### src/rtl/multi_ff_bank.sv
// ============================================================================
//  Module      : multi_ff_bank
//  Description : Bank of WIDTH flip-flops. A per-cycle mode selects D, T, JK,
//                or SR behaviour per bit, or up/down counting over the bank.
//  Revision    : 1.0 - initial release
// ============================================================================
`default_nettype none

module multi_ff_bank #(
    parameter int               WIDTH = 8,
    parameter logic [WIDTH-1:0] INIT  = '0
) (
    input  logic             clk,
    input  logic             rst,
    input  logic             en,
    input  logic [2:0]       mode,
    input  logic [WIDTH-1:0] a,
    input  logic [WIDTH-1:0] b,
    output logic [WIDTH-1:0] q,
    output logic [WIDTH-1:0] qn,
    output logic             sr_err,
    output logic             wrap
);

    localparam logic [2:0] c_MODE_D    = 3'b000;
    localparam logic [2:0] c_MODE_T    = 3'b001;
    localparam logic [2:0] c_MODE_JK   = 3'b010;
    localparam logic [2:0] c_MODE_SR   = 3'b011;
    localparam logic [2:0] c_MODE_UP   = 3'b100;
    localparam logic [2:0] c_MODE_DOWN = 3'b101;

    logic [WIDTH-1:0] state_q, state_d;
    logic             sr_err_q, sr_err_d;
    logic             wrap_q, wrap_d;

    always_comb begin
        state_d  = state_q;
        sr_err_d = 1'b0;
        wrap_d   = 1'b0;
        if (en) begin
            unique case (mode)
                c_MODE_D:    state_d = a;
                c_MODE_T:    state_d = state_q ^ a;
                // JK characteristic equation: Q+ = J & ~Q | ~K & Q
                c_MODE_JK:   state_d = (a & ~state_q) | (~b & state_q);
                // S=R=1 is treated as hold for that bit and flagged
                c_MODE_SR: begin
                    state_d  = (state_q & ~(b & ~a)) | (a & ~b);
                    sr_err_d = |(a & b);
                end
                c_MODE_UP: begin
                    state_d = state_q + WIDTH'(1);
                    wrap_d  = &state_q;
                end
                c_MODE_DOWN: begin
                    state_d = state_q - WIDTH'(1);
                    wrap_d  = ~|state_q;
                end
                default: state_d = state_q;
            endcase
        end
    end

    always_ff @(posedge clk) begin
        if (rst) begin
            state_q  <= INIT;
            sr_err_q <= 1'b0;
            wrap_q   <= 1'b0;
        end else begin
            state_q  <= state_d;
            sr_err_q <= sr_err_d;
            wrap_q   <= wrap_d;
        end
    end

    assign q      = state_q;
    assign qn     = ~state_q;
    assign sr_err = sr_err_q;
    assign wrap   = wrap_q;

endmodule

`default_nettype wire

### config.mk
export PLATFORM = sky130hd
export DESIGN_NAME = multi_ff_bank
export DESIGN_NICKNAME = d
export VERILOG_FILES = /design/src/rtl/multi_ff_bank.sv
export SDC_FILE = /design/constraint.sdc
export NUM_CORES = 1
export LEC_CHECK = 0
export BUFFER_PORTS_ARGS = -buffer_cell sky130_fd_sc_hd__clkbuf_2
export CELL_PAD_IN_SITES_DETAIL_PLACEMENT = 0
export CELL_PAD_IN_SITES_GLOBAL_PLACEMENT = 1
export CORE_UTILIZATION = 32
export DETAILED_ROUTE_END_ITERATION = 10
export HOLD_SLACK_MARGIN = 0.08
export PLACE_DENSITY_LB_ADDON = 0.1
export SYNTH_ARGS = -nofsm -noshare
export SYNTH_HDL_FRONTEND = slang
export SYNTH_SLANG_ARGS = --single-unit
### constraint.sdc
create_clock -name clk -period 1.61 [get_ports clk]
set_input_delay 0.0805 -clock clk [delete_from_list [all_inputs] [get_ports clk]]
set_output_delay 0.0805 -clock clk [all_outputs]
set_load 0.01 [all_outputs]
=== Word-level counts from Yosys, hierarchy flattened ===
Cells that the tools add are included.

* $add $sub $neg: 2
* Equal/unequal tests: 5
* Mux-type cells: 2
* Bitwise operators: 15
* Reduce and logical (&&, ||, !) cells: 9

{| class="wikitable"
|+ Operator list
! cell !! count
|-
| $and A8 B8 Y8 || 6
|-
| $pmux W8 S6 || 1
|-
| $not A8 Y8 || 4
|-
| $or A8 B8 Y8 || 2
|-
| $reduce_or A8 Y1 || 2
|-
| $add A8 B1 Y8 const B || 1
|-
| $reduce_and A8 Y1 || 1
|-
| $sub A8 B1 Y8 const B || 1
|-
| $xor A8 B8 Y8 || 1
|-
| $eq A3 B2 Y1 const B || 2
|-
| $eq A3 B3 Y1 const B || 2
|-
| $reduce_bool A6 Y1 || 1
|-
| $eq A3 B1 Y1 const B || 1
|-
| $logic_not A3 Y1 || 1
|-
| $reduce_or A3 Y1 || 1
|-
| $not A1 Y1 || 2
|-
| $pmux W1 S2 || 1
|-
| $reduce_and A2 Y1 || 1
|-
| $reduce_or A2 Y1 || 1
|-
| $logic_not A1 Y1 || 1
|}

* Register bits after elaboration: 10
* Logic and storage cells: 36

=== Longest topological paths before layout ===
Gate-level depths: netlist of the first run.

* Word-level depth: 6
* Mapped depth: 9

=== Worst setup path before layout of the first run ===
No wires, ideal clock.

* Path kind: flip-flop to flip-flop
* Start point: register state_q[1], in the netlist q[1]
* End point: register state_q[4], in the netlist q[4]
* Data arrival time: 1.705 ns
* Path slack: -0.165 ns
* Stages on the path, launching flop included: 9
* Buffers on the path: 1
* Cell sequence: dfxtp_1 buf_6 xnor2_1 ha_1 or4_1 mux2i_1 xnor2_1 a21oi_2 a21oi_1

* Word-level cells in the longest chain between the ends: 2
* Elaborated cells between the ends (all ways): 3
* Those cells by class: add/sub (2); mux (1)

{| class="wikitable"
|+ RTL lines
! element !! line !! text
|-
| start, declared || 32 || <nowiki>logic [WIDTH-1:0] state_q, state_d;</nowiki>
|-
| start signal, assigned || 70 || <nowiki>state_q <= state_d;</nowiki>
|-
| $sub A8 B1 Y8 or $add A8 B1 Y8 (tied branches) || 56, 52 ||
|-
| $pmux W8 S6 * || 41 || <nowiki>unique case (mode)</nowiki>
|}

Every way passes the cells marked *; elsewhere a longest branch is shown, timed or not.
A chain may end at the register's enable or synchronous reset.

=== Final worst setup path of the first run ===
Ends and elaborated chain as after synthesis.

==> summary.txt, run 1 <==
Run status
  – Status: finished, violations left
  – Failing checks: setup timing

Min path
  – Worst hold path type: input port to register

CTS
  – Cts bufs inserted: 3
  – Clock Pin Slew Worst Setup and Hold Paths: about 50 ps
  – H-tree levels: 1
  – CTS tree: built
  – Max Root-Sink Buffers: 2
  – Clk Tree Root Cell: clkbuf_8
  – Total clock sinks: 10
  – Clk Latency, worst-skew pair: ~240 ps
  – Hold-fix buffers at CTS: 0

Placed design
  – GP Congestion: approximately 0.86
  – DPL Wire Length: 3.55 mm
  – Port Buffers: 39
  – Cell Area, Placed: 1580 µm²

Power
  – Gate power share: 40.4%
  – Int Power: roughly 670 µW
  – Post-layout power: between 1000 and 1500 µW
  – Clock share of power: 31.2%
  – Switching Share: between 30% and 40%
  – Net switching power: between 300 and 400 µW
  – Share of total power in sequential cells: 28.4%
  – Leak pwr: ~0.0007 µW
  – Pwr per Cell Area: about 640 nW/µm²
  – Maximum VDD drop: roughly 0.33 mV

Drt
  – Post-route ant nets: 0
  – DRT Wirelength: ~4.6 mm
  – TritonRoute pass-1 iters: 5
  – Drc violations: 0
  – Iter 0 DRT Violations: approximately 120
  – Vias: ~1600
  – WL/cell: about 17 µm
  – Post-DR vias/cell: 5.85

Finish
  – P&R area growth vs syn: 30.1%
  – Most common cell after layout, fill and taps aside: clkbuf_2
  – Most frequent cells in the layout: clkbuf_2 (39), a21oi_1 (16), buf_4 (15)
  – Diodes inserted: 0
  – Final nets: roughly 250
  – Layout cells sized above 1: 31.8%
  – Final instance area: 1650 µm²

STA
  – Final Hold Viols: 0
  – Least-Margin Pin Slew: 486 ps
  – Max Clk Rate: approximately 0.6 GHz
  – Relative slew margins: 66.8%
  – Worst setup margin: -17.9 ps
  – Fin crit period: roughly 1600 ps
  – Clock Skew: 0.683 ps
  – Period utilization: 101%
  – Setup repair after global routing missed its margin: yes
  – Worst hold margin: ~180 ps
  – Setup-failing EPs final: 1
  – Pins Over Slew Limit: 0

Yosys
  – Predominant post-synthesis flop cell: dfxtp_1
  – Synth Register Bits: 10
  – Netlist Area Pre-Place: about 1300 µm²
  – Simple-Gate Fraction of Synth Area: between 20% and 30%
  – Mux cell area share after synthesis: under 10%
  – Mapped Nets: 200
  – Syn Inst Count: about 180
  – Synth cell types: 57
  – Adder-cell share of the synthesized area: less than 1%
  – Synth Area in Compound Gates: approximately two fifths
  – Avg Cell Area, Syn: 7.17 µm²
  – Sequential-to-total area share from yosys stat: approximately 16%
  – Largest family of logic cells by synthesized area: compound AO/OA/AOI/OAI gates
  – Number of synthesized flops with an enable pin: 0
  – Ys Warns: 0
  – XOR/XNOR Fraction of Synth Area: 4.83%
  – Async SR Flop Fraction: 0%

Global route
  – Pin count of the biggest net entering global routing: 28
  – Vias in the first global route: 1512
  – All-Layer GR Usage: 23.5%
  – Total grt overflow: 0
  – Initial antenna violation count: 0
  – First-pass GRT wire length: between 7 and 8 mm

Worst setup path
  – CP Max Fanout: 5
  – CP Capture Type: register
  – CP Launch Type: register
  – Critical path type: register to register
  – Critical Path AT: 1800 ps
  – WP data required: roughly 1800 ps

Die
  – # IOs: 40
  – Die width: about 65 µm
  – Die Span Y: 65.0 µm
  – Core ar.: roughly 3700 µm²
  – Total die area: between 4000 and 5000 µm²
  – Initial Util: 33.9%
  – Row count: 22

Job
  – Maxcap violations: 0
layer usage:
layer	part of all wire, %	wire [µm]	GRT usage, %
met4	2.7	125	9.72
met1	44	2000	30.1
met3	5.9	269	3.87
met2	48	2190	38.4
met5	0	0	0
final cells by class:
cell class	count	area (µm²)
clock buffer	4	55.1
timing repair buffer	54	308
fill	416	2090
tap	48	60.1
inverter	13	48.8
multi-input combinational	142	972
sequential	10	206
power by group through the flow:
stage | registers (µW) | clock network (µW) | logic [µW]
after floorplan | 301 | 0 | 256
after global placement | 302 | 0 | 414
after detailed placement | 302 | 0 | 420
after CTS | 300 | 335 | 424
after global routing | 304 | 353 | 469
final | 300 | 329 | 426
repair_timing:
item,in CTS,in global routing
pin swaps,0,2
endpoints found under the hold margin,0,0
resized for setup,3,2
setup buffers,0,0
endpoints found under the setup margin,2,4
synth_stat cells, drive strengths merged (2+ instances only):
master | n | area (µm²)
a31oi | 2 | 12.5
nand2 | 13 | 48.8
a22o | 2 | 17.5
nor2 | 9 | 33.8
nand4 | 3 | 18.8
dfxtp | 10 | 200
nand2b | 2 | 12.5
a21boi | 3 | 22.5
clkbuf | 2 | 7.51
nor3b | 3 | 27.5
or4 | 2 | 15.0
nor2b | 6 | 37.5
xnor2 | 6 | 52.6
a2111oi | 2 | 17.5
a221oi | 4 | 35.0
a21oi | 17 | 88.8
buf | 10 | 56.3
a311o | 2 | 20.0
inv | 13 | 48.8
nor3 | 9 | 45.0
a22oi | 3 | 22.5
mux2i | 3 | 30.0
o221ai | 3 | 26.3
o41ai | 2 | 17.5
a211oi | 2 | 15.0
nand3 | 7 | 35.0
o21ai | 12 | 71.3
a21bo | 2 | 20.0
a32oi | 2 | 17.5
a2bb2oi | 2 | 17.5
path summary, 6_finish.rpt:
path         startpoint  endpoint  slack, ps  cells after the start
min                 rst      q[3]        180                      2
min reg2reg        q[3]      q[3]        560                      2
max                q[1]      q[4]        -20                      7
max reg2reg        q[1]      q[4]        -20                      7
critical path, cell delays in order (launching register included):
cell and delay (ps):
dfxtp_2 320, xnor2_1 120, ha_2 200, or4_1 390
mux2i_1 180, xnor2_1 150, a21oi_2 70, a21oi_1 130
through the flow:
step	setup slack (ps)	utilization (%)	instances	setup TNS (ps)
floorplan	-82.9	-	177	-82.9
global placement	-35.5	42.1	267	-35.5
detailed placement	-50.1	42.1	267	-99.5
CTS	-16.1	43.9	271	-16.1
global route	-95.6	44.1	271	-223
finish	-17.9	44.1	271	-17.9
state kept, by name (all words and copies together) (netlist names):
register and count:
q 8, sr_err 1, wrap 1
logic make-up after synthesis:
kind of cell,Yosys count
AO/OA/AOI/OAI,69
XOR/XNOR,7
adder cells (fa/ha/maj),1
buffers and inverters,25
flip-flops,10
multiplexers,3
AND/OR/NAND/NOR,62
Note: power is estimated with default switching activity, not from simulation.
==> run 2, diff against run 1 <==
Settings changed: CORE_UTILIZATION 32 to 36.
Clock period 1.61 ns to 1.5 ns, I/O delays scaled along.
==> summary.txt, run 2 (synthesized netlist as in run 1, its figures left out) <==
Global route
  – All-Layer GR Usage: 26.4% (+2.9 points)
  – First-pass GRT wire length: 7.14 mm (-5.1%)
  – Total grt overflow: 0 (unchanged)
  – Initial antenna violation count: 0 (unchanged)
  – Pin count of the biggest net entering global routing: 28 (unchanged)
  – Vias in the first global route: 1482 (-2.0%)

Power
  – Leak pwr: 0.000747 µW (+6.4%)
  – Clock share of power: 19.1% (-12 points)
  – Pwr per Cell Area: 591 nW/µm² (-7.5%)
  – Gate power share: 49.8% (+9.4 points)
  – Maximum VDD drop: 0.348 mV (+7.2%)
  – Int Power: 610 µW (-8.9%)
  – Share of total power in sequential cells: 31.1% (+2.7 points)
  – Switching Share: 39.6% (+3.1 points)
  – Net switching power: 400 µW (+3.8%)

Worst setup path
  – Critical path type: register to register
  – Worst r2r src: q[1]
  – Critical Path AT: 1800 ps (about the same)
  – CP Capture Type: register
  – CP Launch Type: register
  – CP Max Fanout: 4 (-1)
  – WP data required: 1700 ps (-80 ps)
  – Worst Reg2Reg Path Length in Cells: 7 (unchanged)
  – R2R Setup Slk: -100 ps (-80 ps)
  – Reg-to-Reg End: q[4]

Finish
  – Final nets: 259 (+4.9%)
  – Largest register FFs: 8 (unchanged)
  – Most common cell after layout, fill and taps aside: clkbuf_2
  – P&R area growth vs syn: 34.6%
  – Multi-input gate area: 973 µm² (+0.13%)
  – Final instance area: 1710 µm² (+3.5%)
  – Layout cells sized above 1: 35.5% (+3.6 points)
  – Sequential Area: 208 µm² (+0.61%)
  – Most frequent cells in the layout: clkbuf_2 (39), buf_4 (27), a21oi_1 (16)
  – Diodes inserted: 0 (unchanged)
  – FILL cells: 385 (-7.5%)

STA
  – Setup-failing EPs final: 2 (+1)
  – Pins Over Slew Limit: 0 (unchanged)
  – Least-Margin Pin Slew: 469 ps (-16.9 ps)
  – Relative slew margins: 68.0% (+1.2 points)
  – Clock Skew: 0.304 ps (-0.379 ps)
  – Period utilization: 106% (+5.3 points)
  – Worst setup margin: -96.0 ps (-78.0 ps)
  – Post-route setup TNS: -107 ps (-89.2 ps)
  – Max Clk Rate: 0.627 GHz (+2.0%)
  – Setup repair after global routing missed its margin: yes
  – Final Hold Viols: 0 (unchanged)
  – Fin crit period: 1600 ps (-32.0 ps)

Min path
  – Hold path endpoint: q[3]
  – Worst hold path type: input port to register
  – Hold path startpoint: rst
  – WHS Path Cells: 2 (unchanged)

Placed design
  – DPL Wire Length: 3.52 mm (-0.86%)
  – Worst slack at placement: -148 ps (-98.2 ps)
  – Cell Area, Placed: 1650 µm² (+4.6%)
  – Port Buffers: 39 (unchanged)
  – GP Congestion: 0.894 (+4.4%)

Job
  – Maxcap violations: 0 (unchanged)

Die
  – Total die area: 3770 µm² (-11%)
  – # IOs: 40 (unchanged)
  – Row count: 21 (-4.5%)
  – Core ar.: 3360 µm² (-10%)
  – Die width: 61.4 µm (-5.5%)
  – Initial Util: 37.7% (+3.8 points)
  – Die Span Y: 61.4 µm (-5.5%)

Run status
  – Failing checks: setup timing
  – Status: finished, violations left

CTS
  – CTS tree: built
  – Clk Latency, worst-skew pair: 270 ps (+30 ps)
  – Clk Tree Root Cell: clkbuf_4
  – Clock Pin Slew Worst Setup and Hold Paths: 70 ps (+20 ps)
  – Hold-fix buffers at CTS: 0 (unchanged)
  – H-tree levels: 1 (unchanged)
  – Max Root-Sink Buffers: 2 (unchanged)
  – Total clock sinks: 10 (unchanged)
  – Cts bufs inserted: 3 (unchanged)

Drt
  – WL/cell: 16.3 µm (-4.0%)
  – Vias: 1630 (+2.8%)
  – Iter 0 DRT Violations: 103 (-16%)
  – Post-route ant nets: 0 (unchanged)
  – DRT Wirelength: 4.55 mm (-0.81%)
  – Drc violations: 0 (unchanged)
  – Post-DR vias/cell: 5.82 (-0.47%)
  – TritonRoute pass-1 iters: 6 (+1)
==> run 2: cell types whose count changed in the layout (fill, tap and decap cells not counted) <==
| cell | delta |
|---|---|
| clkbuf_8 | -4 |
| dfxtp_1 | -1 |
| a21boi_1 | +1 |
| a2111oi_0 | -1 |
| dfxtp_2 | +1 |
| a2111oi_1 | +1 |
| clkbuf_4 | +3 |
| a21boi_0 | -1 |
| buf_4 | +12 |
==> run 2: through the flow <==
stage / instances / util, % / total power, µW / hold WS, ps
after global placement: 275 / 49.0 / 793 / 434
final: 280 / 50.8 / 1010 / 159
after global routing: 280 / 50.8 / 1080 / 162
after detailed placement: 275 / 49.0 / 800 / 431
after CTS: 278 / 50.2 / 1010 / 140
after floorplan: 177 / - / 599 / 261
==> run 2: what timing repair did <==
action / CTS / global route
pin swaps: 2 / 9
cloned: 0 / 0
setup endpoints to repair: 5 / 6
gates resized for setup: 4 / 6
buffers inserted: 0 / 2
==> run 2: critical path: stages (launching register included) <==
cell     delay, ps
dfxtp_2        330
xnor2_1        120
ha_2           190
or4_1          390
mux2i_1        170
xnor2_1        150
a21oi_2         70
a21oi_1        110
==> run 2: area by class of cell <==
type | count | share of cell area [%]
timing repair buffer | 66 | 23.3
clock buffer | 3 | 1.32
tap | 46 | 3.37
sequential | 10 | 12.2
multi-input combinational | 142 | 57.0
inverter | 13 | 2.86
==> run 2: power groups by stage <==
stage	registers, µW	clock network, µW	logic, µW
after floorplan	323	0	275
after global placement	319	0	474
after detailed placement	319	0	481
after CTS	316	200	489
after global routing	317	208	553
final	314	193	502
==> run 2: worst max path at each step <==
stage          slack (ps)  endpoint     from  cells after the start
6_report             -100      q[4]     q[1]                      7
5_1_grt              -200      q[2]     q[1]                      7
4_1_cts              -100      q[4]     q[1]                      7
3_5_place_dp         -150      q[6]     q[1]                      6
3_3_place_gp         -120      q[4]  mode[1]                      9
2_1_floorplan        -190      q[4]     q[1]                      8
==> run 2: metal layers <==
metal / track usage, % / vias to the layer above / share of wire [%]
met5: 0 / - / 0
met4: 6.67 / 0 / 1.3
met3: 4.83 / 6 / 5.0
met2: 45.0 / 50 / 49
met1: 34.3 / 780 / 45
li1: - / 794 / -
